--- src/rtl/sprite_vblank_commit_ctrl_if.sv ---
// rtl/sprite_vblank_commit_ctrl_if.sv - CPU write port and sprite-engine register bus
interface sprite_vblank_commit_ctrl_if;
    logic        wr_valid;
    logic        wr_ready;
    logic [5:0]  wr_addr;
    logic [15:0] wr_data;
    logic [1:0]  out_write_n;
    logic [5:0]  out_address;
    logic [15:0] out_data;

    modport master (
        output wr_valid, wr_addr, wr_data,
        input  wr_ready, out_write_n, out_address, out_data
    );

    modport slave (
        input  wr_valid, wr_addr, wr_data,
        output wr_ready, out_write_n, out_address, out_data
    );
endinterface

--- src/rtl/sprite_vblank_commit_ctrl.sv ---
// rtl/sprite_vblank_commit_ctrl.sv - queues sprite register writes and replays them during vblank
module sprite_vblank_commit_ctrl #(
    parameter int DEPTH       = 8,
    parameter int BURST_LIMIT = 16
) (
    input  logic                         clk,
    input  logic                         rst_n,
    sprite_vblank_commit_ctrl_if.slave   bus,
    input  logic                         vblank,
    input  logic                         commit_en,
    input  logic                         flush,
    input  logic                         clr_ovf,
    output logic [4:0]                   level,
    output logic                         busy,
    output logic                         done,
    output logic                         overflow
);
    localparam int PW = (DEPTH > 1) ? $clog2(DEPTH) : 1;

    typedef enum logic [1:0] {IDLE, ARMED, DRAIN} state_t;

    state_t        state_q, state_d;
    logic [PW-1:0] wptr_q, rptr_q;
    logic [4:0]    level_q, level_d;
    logic [7:0]    burst_q, burst_d;
    logic          vb_prev_q;
    logic          done_q, done_d;
    logic          busy_q, busy_d;
    logic          ovf_q;
    logic [1:0]    wn_q;
    logic [5:0]    addr_q;
    logic [15:0]   data_q;
    logic [21:0]   mem [DEPTH];

    logic full, empty, push, pop, ovf_evt, vb_rise;

    assign full    = (level_q == 5'(DEPTH));
    assign empty   = (level_q == 5'd0);
    assign push    = bus.wr_valid && !full && !flush;
    assign ovf_evt = bus.wr_valid && full && !flush;
    assign vb_rise = vblank && !vb_prev_q;
    assign level_d = level_q + 5'(push) - 5'(pop);

    always_ff @(posedge clk or negedge rst_n) begin
        if (!rst_n) begin
            state_q <= IDLE;
        end else begin
            state_q <= state_d;
        end
    end

    // Exit checks use post-pop occupancy so the last pop ends the drain at once.
    always_comb begin
        state_d = state_q;
        burst_d = burst_q;
        done_d  = 1'b0;
        if (pop) begin
            burst_d = burst_q + 8'd1;
        end
        case (state_q)
            IDLE: begin
                if (!empty && commit_en) state_d = ARMED;
            end
            ARMED: begin
                if (!commit_en) begin
                    state_d = IDLE;
                end else if (vb_rise) begin
                    state_d = DRAIN;
                    burst_d = 8'd0;
                end
            end
            DRAIN: begin
                if (level_d == 5'd0) begin
                    state_d = IDLE;
                    done_d  = 1'b1;
                end else if (!vblank) begin
                    state_d = ARMED;
                end else if (burst_d == 8'(BURST_LIMIT)) begin
                    state_d = ARMED;
                end else if (!commit_en) begin
                    state_d = IDLE;
                end
            end
            default: state_d = IDLE;
        endcase
        if (flush) begin
            state_d = IDLE;
            done_d  = 1'b0;
        end
    end

    // Pops are confined to an open window so nothing reaches the engine mid-frame.
    always_comb begin
        pop    = (state_q == DRAIN) && !empty && (burst_q < 8'(BURST_LIMIT))
                 && vblank && commit_en && !flush;
        busy_d = (state_d == DRAIN);
    end

    always_ff @(posedge clk) begin
        if (push) begin
            mem[wptr_q] <= {bus.wr_addr, bus.wr_data};
        end
    end

    always_ff @(posedge clk or negedge rst_n) begin
        if (!rst_n) begin
            wptr_q    <= '0;
            rptr_q    <= '0;
            level_q   <= 5'd0;
            burst_q   <= 8'd0;
            vb_prev_q <= 1'b0;
            done_q    <= 1'b0;
            busy_q    <= 1'b0;
            ovf_q     <= 1'b0;
            wn_q      <= 2'b11;
            addr_q    <= 6'd0;
            data_q    <= 16'd0;
        end else begin
            vb_prev_q <= vblank;
            burst_q   <= burst_d;
            done_q    <= done_d;
            busy_q    <= busy_d;
            if (ovf_evt) begin
                ovf_q <= 1'b1;
            end else if (clr_ovf) begin
                ovf_q <= 1'b0;
            end
            wn_q <= pop ? 2'b01 : 2'b11;
            if (pop) begin
                {addr_q, data_q} <= mem[rptr_q];
            end
            if (flush) begin
                level_q <= 5'd0;
                wptr_q  <= '0;
                rptr_q  <= '0;
            end else begin
                level_q <= level_d;
                if (push) wptr_q <= wptr_q + 1'b1;
                if (pop)  rptr_q <= rptr_q + 1'b1;
            end
        end
    end

    assign bus.wr_ready    = !full;
    assign bus.out_write_n = wn_q;
    assign bus.out_address = addr_q;
    assign bus.out_data    = data_q;
    assign level           = level_q;
    assign busy            = busy_q;
    assign done            = done_q;
    assign overflow        = ovf_q;
endmodule

--- src/flat_wrapper.sv ---
// flat-port wrapper written by rule: the top's interface ports become plain ports
module sprite_vblank_commit_ctrl_flat 
#(
    parameter int DEPTH       = 8,
    parameter int BURST_LIMIT = 16
)
  (clk, rst_n, vblank, commit_en, flush, clr_ovf, level, busy, done, overflow, bus_wr_valid, bus_wr_addr, bus_wr_data, bus_wr_ready, bus_out_write_n, bus_out_address, bus_out_data);
  sprite_vblank_commit_ctrl_if bus_i ();
  input  logic clk;
  input  logic rst_n;
  input  logic vblank;
  input  logic commit_en;
  input  logic flush;
  input  logic clr_ovf;
  output logic [4:0] level;
  output logic busy;
  output logic done;
  output logic overflow;
  input wire logic [$bits(bus_i.wr_valid)-1:0] bus_wr_valid;
  input wire logic [$bits(bus_i.wr_addr)-1:0] bus_wr_addr;
  input wire logic [$bits(bus_i.wr_data)-1:0] bus_wr_data;
  output wire logic [$bits(bus_i.wr_ready)-1:0] bus_wr_ready;
  output wire logic [$bits(bus_i.out_write_n)-1:0] bus_out_write_n;
  output wire logic [$bits(bus_i.out_address)-1:0] bus_out_address;
  output wire logic [$bits(bus_i.out_data)-1:0] bus_out_data;
  assign bus_i.wr_valid = bus_wr_valid;
  assign bus_i.wr_addr = bus_wr_addr;
  assign bus_i.wr_data = bus_wr_data;
  assign bus_wr_ready = bus_i.wr_ready;
  assign bus_out_write_n = bus_i.out_write_n;
  assign bus_out_address = bus_i.out_address;
  assign bus_out_data = bus_i.out_data;
  sprite_vblank_commit_ctrl #(.DEPTH(DEPTH), .BURST_LIMIT(BURST_LIMIT)) u_core (.clk(clk), .rst_n(rst_n), .bus(bus_i), .vblank(vblank), .commit_en(commit_en), .flush(flush), .clr_ovf(clr_ovf), .level(level), .busy(busy), .done(done), .overflow(overflow));
endmodule
--- config.mk ---
export PLATFORM = sky130hd
export DESIGN_NAME = sprite_vblank_commit_ctrl_flat
export DESIGN_NICKNAME = d
export VERILOG_FILES = /design/src/rtl/sprite_vblank_commit_ctrl_if.sv /design/src/rtl/sprite_vblank_commit_ctrl.sv /design/src/flat_wrapper.sv
export SDC_FILE = /design/constraint.sdc
export NUM_CORES = 1
export LEC_CHECK = 0
export ABC_AREA = 1
export BUFFER_PORTS_ARGS = -buffer_cell sky130_fd_sc_hd__buf_4
export CAP_MARGIN = 10
export CORE_MARGIN = 2
export CORE_UTILIZATION = 59
export CTS_BUF_LIST = sky130_fd_sc_hd__clkbuf_16
export DETAILED_ROUTE_END_ITERATION = 6
export HOLD_SLACK_MARGIN = 0.05
export PLACE_DENSITY_LB_ADDON = 0.08
export SETUP_SLACK_MARGIN = 0.2
export SYNTH_ARGS = -nofsm -noshare
export SYNTH_HDL_FRONTEND = slang
export SYNTH_SLANG_ARGS = --single-unit
--- constraint.sdc ---
create_clock -name clk -period 8.51 [get_ports clk]
set_input_delay 0.851 -clock clk [delete_from_list [all_inputs] [get_ports clk]]
set_output_delay 0.851 -clock clk [all_outputs]
set_load 0.1 [all_outputs]
After elaboration in Yosys (flattened, before gate mapping). Memory sizes are Yosys's and may differ from the RTL's. A register that Yosys moved wholly into a read port is not among the register bits. Index checks and enable logic that the tools add are counted.

Mux-type cells: 26. Order comparisons: 1. Add/subtract/negate cells: 5. Reductions and logical operators: 22. Equal/unequal tests: 5.

Operator list (count): $mux W8 (4); $mux W2 (9); $mux W3 (4); $logic_and A1 B1 Y1 (11); $logic_not A5 Y1 (2); $add A8 B1 Y8 const B (1); $eq A8 B5 Y1 const B (1); $lt A8 B5 Y1 const B (1); $mux W1 (7); $add A3 B1 Y3 const B (2); $pmux W2 S3 (1); $reduce_bool A2 Y1 (3); $add A5 B1 Y5 (1); $eq A5 B4 Y1 const B (1); $logic_not A1 Y1 (5); $mux W5 (1); $sub A5 B1 Y5 (1); $eq A2 B2 Y1 const B (2); $eq A2 B1 Y1 const B (1); $logic_not A2 Y1 (1).

Memories kept: 1. Memory bits (writable): 176. Word-level logic and storage cells: 70. Input bits: 29. Output and inout port bits: 33. Bits in registers: 27.

Memories: u_core.mem (words 8, width 22, rd ports 1, clocked after Yosys merged registers in 1, write ports 1, RTL line sprite_vblank_commit_ctrl.sv:33) `logic [21:0] mem [DEPTH];`.

Longest topological paths before layout.
Word-level depth: 15. Mapped depth: 19. Depth with buffers taken out: 18.

Least setup slack after synthesis. Ideal clock, no wire load.

Path type: reg-to-reg. Start: register u_core.level_q[2] (netlist: u_core.level[2]). End: memory u_core.mem[0][0], enable pin. Setup slack: 4.579 ns. Clock period less this slack: 3.931 ns. Setup time: 0.401 ns. Arrival time: 3.530 ns. Path buffers: 0. Cell stages (with the launch flop): 10. Data required time: 8.109 ns. Cell sequence: dfrtp_1 > inv_1 > ha_1 > nand3_1 > nand2_1 > inv_1 > nand2_1 > inv_1 > nand2_1 > nor2_1.

Cells in the longest elaborated chain, start to end: 6.

RTL lines: from (decl) (RTL line sprite_vblank_commit_ctrl.sv:24) `logic [4:0] level_q, level_d;`; from (signal assigned) (RTL line sprite_vblank_commit_ctrl.sv:137) `level_q <= level_d;`; $eq A5 B4 Y1 (RTL line sprite_vblank_commit_ctrl.sv:37) `assign full = (level_q == 5'(DEPTH));`; $logic_not A1 Y1; named net bus_wr_ready (RTL line flat_wrapper.sv:22) `output wire logic [$bits(bus_i.wr_ready)-1:0] bus_wr_ready;`; $logic_and A1 B1 Y1 (2 in a row) (RTL line sprite_vblank_commit_ctrl.sv:39) `assign push = bus.wr_valid && !full && !flush;`; $mux W1 (RTL line sprite_vblank_commit_ctrl.sv:100) `if (push) begin`; $mux W1 (not written as such) (RTL line sprite_vblank_commit_ctrl.sv:101) `mem[wptr_q] <= {bus.wr_addr, bus.wr_data};`; to (decl) (RTL line sprite_vblank_commit_ctrl.sv:33).

The timed path passes the listed nets, and every way through them passes these cells.

Worst setup path after layout.
Start: register u_core.level_q[3] (netlist: u_core.level[3]). End: register u_core.state_q[1].

Cells in the longest elaborated chain, start to end: 14. Elaborated cells between the ends (all ways): 23. Those cells by class: add/sub: 2; eq/ne: 2; mux: 7; reduce/logical: 12.

RTL lines: branches (longest 12 deep; another with $add A5 B1 Y5); $pmux W2 S3 (*) (RTL line sprite_vblank_commit_ctrl.sv:60) `case (state_q)`; $mux W2 (*) (RTL line sprite_vblank_commit_ctrl.sv:86) `if (flush) begin`; named net u_core.state_d[1] (RTL line sprite_vblank_commit_ctrl.sv:22) `state_t state_q, state_d;`; to (signal assigned) (RTL line sprite_vblank_commit_ctrl.sv:48) `state_q <= state_d;`; to (decl) (RTL line sprite_vblank_commit_ctrl.sv:22).

Mark *: on every way through the listed nets, which the timed path passes. A chain may end at the register's enable or synchronous reset.

==> summary.md <==
| Metric | Value |
|---|---|
| Flop and latch count out of synthesis | `224` |
| Number of gates given a new drive strength after cts | `0` |
| Total number of vias | `5,518` |
| Number of sinks on the clock net | `224` |
| Cts-stage hold buffer count | `0` |
| Floorplan die width | `129 um` |
| Count of unresolved DRC violations after routing | `0` |
| Detailed-route wire length per cell | `18.8 um` |
| Share of the yosys chip area belonging to registers | `70.7%` |
| Number of antenna violations at the first check in global routing | `0` |
| Power per Cell Area | `232 nW/um^2` |
| Post-synthesis average cell area | `12.9 um^2` |
| Slew Viols, Final | `0` |
| Total power after layout | `2.44 mW` |
| Htree depth | `1` |
| Post-detailed-placement half-perimeter wirelength | `10,000 um` |
| Clock skew after layout | `14.7 ps` |
| Largest incremental delay on the critical path | `430 ps` |
| Remaining max-slew budget at the tightest pin | `23.9%` |
| Top cell by count, worst path | `inv_1` |
| Synth Net Count | `750` |
| Maximum number of pins on one net before global-route repair | `102` |
| Endpoint class of the critical path | `register` |
| Setup fix buffers added after clock tree synthesis | `0` |
| Global router's overall resource usage | `22.7%` |
| Detailed-router iteration count before antenna repair | `5` |
| Category of cells accounting for the largest share of critical-path delay | `simple AND/OR/NAND/NOR gates` |
| Vias in the first global route | `5,325` |
| Core region area | `15,200 um^2` |
| Leakage power | `4.03 nW` |
| # diodes | `0` |
| Final Hold Violating Endpoints | `0` |
| Initial core utilization | `60.4%` |
| Row cnt | `45` |
| CP startpoint kind | `register` |
| Area of placed instances | `9810 um^2` |
| Remaining global-route overflow | `0` |
| Worst skew pair latency | `520 ps` |
| Area of the die | `16,600 um^2` |
| Most repeated cell in the gate-level netlist after synthesis | `edfxtp_1` |
| Root buffer cell | `clkbuf_16` |
| IO Port Bufs | `60` |
| Highest-delay cell along the critical path | `nand3_4` |
| Vert. Die Dim | `129 um` |
| Final estimated routing congestion in global placement | `0.865` |
| Final instance area | `10,500 um^2` |
| Worst Setup Slack post-DPL | `4710 ps` |
| Worst-case vdd ir drop | `0.170 mV` |
| Post-route antenna net violation count | `0` |
| Slew at the pin with the worst max-slew slack | `1140 ps` |
| Post-layout net count | `807` |
| Fill cell count | `1,041` |
| Buffers from clock root to sink, at most | `3` |
| Clock tree from TritonCTS | `done` |
| Number of clock buffers inserted by TritonCTS | `23` |
| Final core utilization | `69.1%` |
| Number of unique standard cell types used by synthesis | `37` |
| List of most frequent post-synthesis cells | `edfxtp_1 (176), inv_1 (81), nand2_1 (77)` |
| Top cells by area in the synthesized netlist | `edfxtp_1 (58%), dfrtp_1 (13%), mux2i_1 (4.8%), o211ai_1 (3.6%), inv_1 (3.3%)` |
| CP required | `8940 ps` |
| Cell type with the largest total area after synthesis | `edfxtp_1` |
| Highest fanout seen on the critical path | `27` |
| Wirelength, routed | `18,300 um` |
| Post-CTS clock slew at the launch and capture registers of the worst setup and hold paths | `60 ps` |
| Setup violations, final | `0` |
| Area grow syn2layout | `14.5%` |
| Per-cell via count in the routed design | `5.68` |
| Final cycle utilization of the critical path | `39.7%` |
| Count of routing violations after the opening detailed-route iteration | `458` |
| Number of cells produced by synthesis | `710` |
| Share of flip-flops with an asynchronous set or reset | `21.4%` |
| Fin crit period | `3380 ps` |
| Number of enable flip-flop cells after synthesis | `176` |
| Cells along the critical path | `inv_1 -> ha_1 -> nand3_2 -> nand3_4 -> inv_1 -> ha_1 -> inv_1 -> ha_1 -> inv_1 -> fa_1 -> o21ai_0 -> xor2_1 -> nor3_1 -> nor2_1 -> nand3_1 -> a21oi_1` |
| Cell area after synthesis | `9180 um^2` |
| Wire length of the first global-routing pass | `28,500 um` |
| Critical path buffer and inverter count | `4` |
| Seq. cell area | `6490 um^2` |
| Status | `completed` |
| Number of max-capacitance violations reported | `0` |
| Smallest setup slack after layout | `5130 ps` |
| Ratio of cells with drive above 1 in the final layout | `15.3%` |
| Min-Delay Path Class | `primary input to async pin` |
| Arrival time reported for the critical path endpoint | `3810 ps` |
| Setup Crit Path Kind | `register to register` |
| Share of Yosys cell area claimed by the top area cell type | `57.6%` |
| Unrepaired setup endpoints after global routing | `false` |
| Footprint of the multi-input gates | `2270 um^2` |
| Post-route setup TNS | `0 ps` |
| Most used DFF post-synth | `edfxtp_1` |
| Number of top-level pins | `62` |
| Count of warnings emitted by yosys | `0` |
| Fmax achieved | `0.296 GHz` |
==> through the flow <==
step	std cells	hold slack [ps]
floorplan	710	487
global placement	930	469
detailed placement	930	471
CTS	972	394
global route	972	428
finish	972	383
==> area by class of cell <==
class | count | area share [%]
clock buffer | 23 | 5.48
timing repair buffer | 67 | 4.79
tap | 188 | 2.24
inverter | 83 | 2.96
clock inverter | 19 | 1.15
multi-input combinational | 368 | 21.6
sequential | 224 | 61.8
==> worst paths after layout <==
check	startpoint	endpoint	slack [ps]	cells past startpoint
hold / removal	rst_n	u_core.bus.out_data[0]	380	1
setup reg to reg	u_core.level[3]	u_core.state_q[1]	5130	16
setup / recovery	u_core.level[3]	u_core.state_q[1]	5130	16
max in group asynchronous	rst_n	u_core.rptr_q[0]	7610	1
min in group clk	vblank	u_core.vb_prev_q	470	1
hold reg to reg	u_core.bus.out_data[0]	u_core.bus.out_data[0]	480	2
==> flip-flops by register name, summed over array words and instances (netlist names) <==
| register | flops |
|---|---|
| u_core.vb_prev_q | 1 |
| u_core.overflow | 1 |
| u_core.busy | 1 |
| u_core.mem | 176 |
| u_core.bus.out_write_n | 1 |
| u_core.level | 5 |
| u_core.bus.out_data | 16 |
| u_core.done | 1 |
| u_core.burst_q | 8 |
| u_core.bus.out_address | 6 |
| u_core.rptr_q | 3 |
| u_core.wptr_q | 3 |
| u_core.state_q | 2 |
==> cells in the final DEF, fill, tap and decap left out, types with 10 or more instances in the layout <==
cell type  instances
a21oi_1           55
buf_4             67
clkbuf_16         23
dfrtp_1           46
edfxtp_1         176
ha_1              10
inv_1             88
mux2i_1           44
nand2_1           77
nand3_1           31
nor2_1            19
o211ai_1          44
o21ai_0           49
==> routing by layer <==
metal	share of wire, %	GRT usage (%)
met2	49	38.5
met4	1.9	5.88
met1	44	31.3
met5	0	0
met3	5.3	3.49
==> cells by family (layout without fill, tap and decap cells) <==
group / after synthesis / after routing / share of synthesized area, %
AOI/OAI and AO/OA: 153 / 153 / 9.71
xor gates and xnor gates: 5 / 5 / 0.477
adders and majority gates: 11 / 11 / 1.58
buffers and inverters: 118 / 192 / 5.09
DFF: 224 / 224 / 70.7
muxes: 44 / 44 / 4.80
other: 1 / 1 / 0.0409
and+or+nand+nor: 154 / 154 / 7.62
==> report_power, final <==
part	switching, mW	internal (mW)	total, mW
clock	0.401	0.524	0.924
combinational	0.187	0.0703	0.258
sequential	0.0261	1.23	1.26
No activity file was read; power rests on OpenSTA's default activity.
